$ cat src/rtl/fifo_arb_pkg.sv
// fifo_arb_pkg: types and constants shared by the FIFO write arbiter and its helpers.
// Holds the FSM state encoding, the beat-counter width and the statistics saturation helper.
package fifo_arb_pkg;

   typedef enum logic [0:0] {
      ST_IDLE  = 1'b0,
      ST_BURST = 1'b1
   } arb_state_t;

   localparam int BEAT_W = 4;
   typedef logic [BEAT_W-1:0] beat_cnt_t;

   localparam logic [15:0] STAT_MAX = 16'hFFFF;

   // Saturating increment for the 16-bit per-requester beat statistics.
   function automatic logic [15:0] sat_inc16(input logic [15:0] value);
      logic [15:0] result;
      if (value == STAT_MAX) begin
         result = value;
      end else begin
         result = value + 16'd1;
      end
      return result;
   endfunction

endpackage

$ cat src/rtl/fifo_wr_arbiter_rr_pick.sv
// rr_pick: round-robin selector returning the first set request bit after i_last, wrapping.
// Scans downward so the candidate closest to i_last+1 is the last one assigned and wins.
module rr_pick #(
   parameter int NUM_REQ = 3,
   parameter int IDX_W   = 2
) (
   input  logic [NUM_REQ-1:0] i_req,
   input  logic [IDX_W-1:0]   i_last,
   output logic [IDX_W-1:0]   o_idx,
   output logic               o_any
);

   logic [IDX_W:0] w_sum;
   logic [IDX_W:0] w_cand;

   always_comb begin
      o_idx  = '0;
      w_sum  = '0;
      w_cand = '0;
      for (int i = NUM_REQ; i >= 1; i--) begin
         w_sum  = {1'b0, i_last} + (IDX_W+1)'(i);
         w_cand = (w_sum >= (IDX_W+1)'(NUM_REQ)) ? (w_sum - (IDX_W+1)'(NUM_REQ)) : w_sum;
         if (i_req[w_cand[IDX_W-1:0]]) begin
            o_idx = w_cand[IDX_W-1:0];
         end else begin
            o_idx = o_idx;
         end
      end
   end

   assign o_any = |i_req;

endmodule

$ cat src/rtl/fifo_wr_arbiter.sv
// fifo_wr_arbiter: round-robin burst arbiter funnelling NUM_REQ write streams into one FIFO port.
// Optional feature macro FIFO_ARB_STATS_EN adds stat_beats, per-requester saturating write counters.
module fifo_wr_arbiter
   import fifo_arb_pkg::*;
#(
   parameter int NUM_REQ    = 3,
   parameter int DATA_WIDTH = 8,
   parameter int MAX_BURST  = 4
) (
   input  logic                          clk,
   input  logic                          rst,
   input  logic [NUM_REQ-1:0]            req_valid,
   input  logic [NUM_REQ*DATA_WIDTH-1:0] req_data,
   output logic [NUM_REQ-1:0]            req_ready,
   output logic                          fifo_wr_en,
   output logic [DATA_WIDTH-1:0]         fifo_wr_data,
   input  logic                          fifo_full,
   output logic [$clog2(NUM_REQ)-1:0]    grant_id,
   output logic                          busy
`ifdef FIFO_ARB_STATS_EN
   ,
   output logic [NUM_REQ*16-1:0]         stat_beats
`endif
);

   localparam int GW = $clog2(NUM_REQ);

   arb_state_t  r_state;
   arb_state_t  w_next_state;
   logic [GW-1:0] r_last_grant;
   logic [GW-1:0] r_grant_id;
   beat_cnt_t   r_beat_cnt;

   logic [GW-1:0] w_pick_idx;
   logic          w_pick_any;
   logic          w_gnt_valid;
   logic          w_beat_ok;
   logic          w_write;
   logic          w_last_beat;

   rr_pick #(
      .NUM_REQ (NUM_REQ),
      .IDX_W   (GW)
   ) u_rr_pick (
      .i_req  (req_valid),
      .i_last (r_last_grant),
      .o_idx  (w_pick_idx),
      .o_any  (w_pick_any)
   );

   assign w_gnt_valid = req_valid[r_grant_id];
   assign w_beat_ok   = (r_state == ST_BURST) && w_gnt_valid && !fifo_full;
   // Reset gates the write so a burst interrupted by rst never transfers in that cycle.
   assign w_write     = w_beat_ok && rst;
   assign w_last_beat = ((r_beat_cnt + BEAT_W'(1)) == BEAT_W'(MAX_BURST));

   always_ff @(posedge clk) begin
      if (!rst) begin
         r_state <= ST_IDLE;
      end else begin
         r_state <= w_next_state;
      end
   end

   always_comb begin
      w_next_state = r_state;
      case (r_state)
         ST_IDLE: begin
            if (w_pick_any) begin
               w_next_state = ST_BURST;
            end else begin
               w_next_state = ST_IDLE;
            end
         end
         ST_BURST: begin
            if (!w_gnt_valid) begin
               w_next_state = ST_IDLE;
            end else if (w_beat_ok && w_last_beat) begin
               w_next_state = ST_IDLE;
            end else begin
               w_next_state = ST_BURST;
            end
         end
         default: begin
            w_next_state = ST_IDLE;
         end
      endcase
   end

   always_comb begin
      fifo_wr_en = 1'b0;
      req_ready  = '0;
      busy       = 1'b0;
      if (rst && (r_state == ST_BURST)) begin
         busy                  = 1'b1;
         fifo_wr_en            = w_write;
         req_ready[r_grant_id] = w_write;
      end else begin
         busy = 1'b0;
      end
   end

   assign fifo_wr_data = req_data[r_grant_id*DATA_WIDTH +: DATA_WIDTH];
   assign grant_id     = r_grant_id;

   // Grant capture happens only on the IDLE arbitration cycle; the beat count restarts there too.
   always_ff @(posedge clk) begin
      if (!rst) begin
         r_last_grant <= GW'(NUM_REQ - 1);
         r_grant_id   <= '0;
         r_beat_cnt   <= '0;
      end else if ((r_state == ST_IDLE) && w_pick_any) begin
         r_last_grant <= w_pick_idx;
         r_grant_id   <= w_pick_idx;
         r_beat_cnt   <= '0;
      end else if (w_write) begin
         r_last_grant <= r_last_grant;
         r_grant_id   <= r_grant_id;
         r_beat_cnt   <= r_beat_cnt + BEAT_W'(1);
      end else begin
         r_last_grant <= r_last_grant;
         r_grant_id   <= r_grant_id;
         r_beat_cnt   <= r_beat_cnt;
      end
   end

`ifdef FIFO_ARB_STATS_EN
   logic [NUM_REQ*16-1:0] r_stat_beats;

   always_ff @(posedge clk) begin
      if (!rst) begin
         r_stat_beats <= '0;
      end else begin
         for (int i = 0; i < NUM_REQ; i++) begin
            if (w_write && (r_grant_id == GW'(i))) begin
               r_stat_beats[i*16 +: 16] <= sat_inc16(r_stat_beats[i*16 +: 16]);
            end else begin
               r_stat_beats[i*16 +: 16] <= r_stat_beats[i*16 +: 16];
            end
         end
      end
   end

   assign stat_beats = r_stat_beats;
`endif

endmodule

$ cat config.mk
export PLATFORM = sky130hd
export DESIGN_NAME = fifo_wr_arbiter
export DESIGN_NICKNAME = d
export VERILOG_FILES = /design/src/rtl/fifo_arb_pkg.sv /design/src/rtl/fifo_wr_arbiter_rr_pick.sv /design/src/rtl/fifo_wr_arbiter.sv
export SDC_FILE = /design/constraint.sdc
export NUM_CORES = 1
export LEC_CHECK = 0
export CORE_UTILIZATION = 28
export CTS_BUF_LIST = sky130_fd_sc_hd__clkbuf_8 sky130_fd_sc_hd__clkbuf_16
export DETAILED_ROUTE_END_ITERATION = 10
export PLACE_DENSITY = 0.7
export REMOVE_ABC_BUFFERS = 1
export SYNTH_ARGS = -nofsm -noshare
export SYNTH_HDL_FRONTEND = slang
export SYNTH_SLANG_ARGS = --single-unit
$ cat constraint.sdc
create_clock -name clk -period 1.6 [get_ports clk]
set_input_delay 0.4 -clock clk [delete_from_list [all_inputs] [get_ports clk]]
set_output_delay 0.4 -clock clk [all_outputs]
set_load 0.05 [all_outputs]
Yosys cells after proc, flatten, opt, wreduce, memory -nomap -nowiden --
Index checks and enable logic that the tools add are counted.
Cells by class: add/subtract/negate cells 7, $lt $le $gt $ge 8, equality and inequality tests 1, shifts and indexed selects 1, muxes and demuxes 23, bitwise gates (word level) 3, reductions and logical operators 10
Operators by type and width (count):
- $shiftx 24x6->8 | 1
- $lt 2x3->1 const B | 4
- $mux 2 | 6
- $mux 1 | 10
- $ge 3x2->1 const B | 3
- $bmux 1 s2 | 4
- $logic_and 1x1->1 | 7
- $add 2x2->3 const B | 2
- $sub 2x2->2 const B | 3
- $add 4x1->4 const B | 1
- $eq 4x3->1 const B | 1
- $add 2x1->3 const B | 1
- $and 3x3->3 | 1
- $mux 3 | 1
- $reduce_or 3->1 | 1
- $demux 1 s2 | 1
- $ge 2x1->1 const B | 1
- $not 1->1 | 2
- $pmux 1 s2 | 1
- $reduce_or 2->1 | 1
- $logic_not 1->1 | 1
Storage, ports and cells: register bits 9, input port bits 30, output and inout bits 15, logic and storage cells 57

Logic depth before layout (Yosys ltp) --
word-level depth 8, mapped depth 8, depth with buffers taken out 6

Modules after synthesis --
Synthesis repeated with hierarchy kept, for this count alone.
Unflattened totals: cell total of the unflattened synthesis 100, area total of the unflattened synthesis 773.2 sq um
By module, submodules not included:
- fifo_wr_arbiter | times used 1, cells each 82, area each 649.4 sq um, seq. area each 160.2 sq um
- rr_pick | times used 1, cells each 18, area each 123.9 sq um, seq. area each 0.0 sq um

Worst setup path before layout --
No wires, ideal clock.
path kind reg2out, start point register r_grant_id[1] (netlist: grant_id[1]), end point output req_ready[0], arrival 2436 ps, required time 1200 ps, path slack -1236 ps, cell stages (with the launch flop) 3, path buffers 1, cells stage by stage dfxtp_1 clkbuf_1 nor4b_1
Between the ends: cells in the longest elaborated chain, start to end 7, elaborated cells between the ends (all ways) 12, those cells by class order compare: 2; mux: 5; bitwise: 1; reduce/logical: 4
RTL lines:
- from (decl) | RTL line fifo_wr_arbiter.sv:31 | logic [GW-1:0] r_grant_id;
- from (signal assigned) | RTL line fifo_wr_arbiter.sv:114 | r_grant_id <= w_pick_idx;
- from (signal assigned) | RTL line fifo_wr_arbiter.sv:118 | r_grant_id <= r_grant_id;
- from (signal assigned) | RTL line fifo_wr_arbiter.sv:122 | r_grant_id <= r_grant_id;
- branches (longest 5 deep; another with $lt 2x3->1)
- $and 3x3->3 (no line) *
- $mux 3 * | RTL line fifo_wr_arbiter.sv:94 | if (rst && (r_state == ST_BURST)) begin
- to (decl) | RTL line fifo_wr_arbiter.sv:14 | output logic [NUM_REQ-1:0] req_ready,
Every way passes the cells marked *. The select of a mux whose other input is x is not followed.

Worst setup path in the final report --
start point input req_data[10], end point output fifo_wr_data[2]
Between the ends: cells in the longest elaborated chain, start to end 1
RTL lines:
- from (decl) | RTL line fifo_wr_arbiter.sv:13 | input logic [NUM_REQ*DATA_WIDTH-1:0] req_data,
- $shiftx 24x6->8 | RTL line fifo_wr_arbiter.sv:103 | assign fifo_wr_data = req_data[r_grant_id*DATA_WIDTH +: DATA_WIDTH];
- to (decl) | RTL line fifo_wr_arbiter.sv:16 | output logic [DATA_WIDTH-1:0] fifo_wr_data,
Every way passes these cells.

==> impl_metrics.py <==
metrics = {
    "finish": {
        "final_cell_mix": "buf_4, clkdlybuf4s50_1, buf_12",
        "final_common_cell": "buf_4",
        "syn_to_final_growth_pct": 143,
        "antenna_cells": 0,
        "nets": 219,
        "fin_cells": 212,
        "drive_above_1_share_pct": 47.8,
    },
    "sta": {
        "clock.fmax_mhz": 553,
        "grt_setup_unrepaired": "yes",
        "finClkSkew_ns": 0.00265,
        "max_slew_margin_pct": 73.5,
        "setup_ws_ns": -0.208,
        "period_share_pct": 113,
        "hold_viol_final": 0,
        "period_minus_slack_ns": 1.81,
        "slew_violations": 0,
        "worstMarginPinSlew_ns": 0.397,
        "finalSetupViolCount": 11,
        "holdWs_ns": 0.521,
    },
    "clock_tree": {
        "insertion_delay_ns": 0.23,
        "cts_root_buffer": "clkbuf_8",
        "clk_pin_slew_ns": 0.04,
        "cts_buffers": 3,
        "cts_tree": "done",
        "cts.sinks": 8,
        "h-tree-depth": 1,
        "clockBufferDepth": 2,
    },
    "synthesis": {
        "ys_seq_area_share_pct": 21.0,
        "ys_ff_latch": 8,
        "syn_area_um2": 762,
        "ys_warn_count": 0,
        "ys_types": 30,
        "synth_area_per_cell_um2": 7.54,
        "synthCells": 101,
    },
    "global_route": {
        "gr-total-overflow": 0,
        "grt_use_total_pct": 19.1,
        "grt_pass1_vias": 1042,
        "antenna_found_initial": 0,
        "grt_max_degree": 10,
        "grt_pass1_wl_mm": 4.12,
    },
    "die": {
        "design.core.area_mm2": 0.00252,
        "dieArea_mm2": 0.00293,
        "ios": 45,
        "die_x_um": 54.2,
        "start_util_pct": 30.2,
        "die_y_um": 54.2,
        "num_rows": 18,
    },
    "route": {
        "wirelength_mm": 3.33,
        "drt_pass1_iterations": 4,
        "wl_per_cell_um": 15.7,
        "drc": 0,
        "post_drt_via_cell_ratio": 5.12,
        "drtIter0Drc": 10,
        "vias": 1085,
        "ant_nets": 0,
    },
    "worst_setup_path": {
        "crit_type": "input port to primary output",
        "regToRegSetupSlack_ns": 0.01,
        "startpoint_type": "input port",
        "reg2regPathDepth": 6,
        "r2r-start": "grant_id[1]",
        "r2r_end": "r_beat_cnt[1]",
        "endpoint_kind": "primary output",
        "critPathLaunch": "req_data[10]",
        "cp.arrival_ns": 1.41,
        "critPathRequiredTime_ns": 1.20,
        "cp_max_fo": 1,
    },
    "placed_design": {
        "numPortBuffers": 44,
        "placedCellCount": 201,
        "hpwl_mm": 2.18,
        "gp_congestion": 0.778,
    },
    "power": {
        "cellPowerDensity_mw_per_mm2": 715,
        "max-vdd-ir-drop_uv": 667,
        "p_leak_nw": 0.788,
    },
    "hold_path": {
        "min_path_type": "flip-flop to flip-flop",
        "hp-start": "r_last_grant[1]",
        "whs_endpoint": "r_last_grant[1]",
        "whs_path_depth": 2,
    },
    "flow_run": {
        "cap_violations": 0,
    },
    "outcome": {
        "violations": "setup timing",
        "status": "finished, violations left",
    },
}
==> routing by layer <==
metal	vias to the layer above	GRT usage (%)	wire, um
met3	10	7.91	367
met2	54	37.6	1690
met4	0	5.56	91
li1	520	-	-
met1	501	17.3	1190
met5	-	0	0
==> sequential cells by signal (all words and copies together) (netlist names) <==
signal / flops
grant_id: 1
r_state: 1
r_last_grant: 2
r_beat_cnt: 4
==> stage by stage <==
| stage | power (W) | cell area (um^2) | utilization (%) | setup WS [ns] | setup TNS, ns |
|---|---|---|---|---|---|
| after global routing | 0.00139 | 1850 | 73.3 | -0.260 | -2.37 |
| after global placement | 0.000959 | 1600 | 63.2 | -0.416 | -4.71 |
| after CTS | 0.00125 | 1700 | 67.5 | -0.167 | -1.49 |
| final | 0.00132 | 1850 | 73.3 | -0.208 | -1.75 |
| after floorplan | 0.000547 | 734 | - | -1.25 | -16.05 |
| after detailed placement | 0.000972 | 1600 | 63.2 | -0.420 | -5.14 |
==> power breakdown <==
| group | internal [W] | switching [W] |
|---|---|---|
| Sequential | 0.000215 | 0.0000130 |
| Clock | 0.000163 | 0.0000790 |
| Combinational | 0.000451 | 0.000402 |
==> cell type report <==
| class | instances | area, um^2 |
|---|---|---|
| timing repair buffer | 83 | 930 |
| fill | 176 | 673 |
| multi-input combinational | 79 | 643 |
| sequential | 8 | 164 |
| clock buffer | 3 | 41.3 |
| tap | 30 | 37.5 |
| inverter | 9 | 33.8 |
==> logic make-up (layout without fill, tap and decap cells) <==
family	count (synthesis)	in the layout	synth area share (%)
multiplexers	10	10	13.1
AO/OA/AOI/OAI	29	29	26.4
AND/OR/NAND/NOR	32	32	19.7
XOR/XNOR	3	3	3.45
adder cells (fa/ha/maj)	5	5	8.21
buffers and inverters	14	95	8.04
flip-flops	8	8	21.0
==> worst max-delay path, cell delays in order <==
cell	delay (ns)
clkdlybuf4s50_1	0.43
mux2i_1	0.23
o21ai_2	0.07
buf_4	0.14
buf_12	0.14
==> how the worst max path moves through the flow <==
stage | endpoint | slack (ns)
floorplan | req_ready[0] | -1.25
global placement | req_ready[0] | -0.42
detailed placement | fifo_wr_en | -0.42
CTS | fifo_wr_en | -0.17
global route | fifo_wr_data[2] | -0.26
finish | fifo_wr_data[2] | -0.21
==> synthesized netlist by cell type <==
| master | number | area [um^2] |
|---|---|---|
| a211oi_1 | 1 | 7.51 |
| nor3_1 | 4 | 20.0 |
| mux2i_1 | 10 | 100 |
| nand3b_1 | 1 | 7.51 |
| ha_1 | 5 | 62.6 |
| a311oi_1 | 1 | 8.76 |
| xor2_1 | 1 | 8.76 |
| o2111ai_1 | 1 | 8.76 |
| a31o_2 | 1 | 8.76 |
| inv_1 | 9 | 33.8 |
| a21o_2 | 2 | 17.5 |
| a21oi_1 | 6 | 30.0 |
| clkbuf_1 | 2 | 7.51 |
| o221ai_1 | 1 | 8.76 |
| nor4b_1 | 1 | 8.76 |
| a41o_1 | 1 | 10.0 |
| o21a_1 | 1 | 7.51 |
| nor2b_1 | 1 | 6.26 |
| xnor2_1 | 2 | 17.5 |
| and3_1 | 1 | 6.26 |
| nand2_1 | 10 | 37.5 |
| or3b_4 | 1 | 11.3 |
| nand3_1 | 3 | 15.0 |
| dfxtp_1 | 8 | 160 |
| nor2_1 | 10 | 37.5 |
| a31oi_1 | 1 | 6.26 |
| o32ai_4 | 1 | 27.5 |
| buf_2 | 1 | 5.00 |
| o21ai_0 | 12 | 60.1 |
| buf_4 | 2 | 15.0 |
==> timing repair <==
action                                  CTS  global route
hold buffers                              0             0
resized for setup                        37            19
pin swaps                                11            12
buffers inserted                          3             5
cloned                                    0             0
endpoints found under the setup margin   20            18
Note: power is estimated with default switching activity, not from simulation.
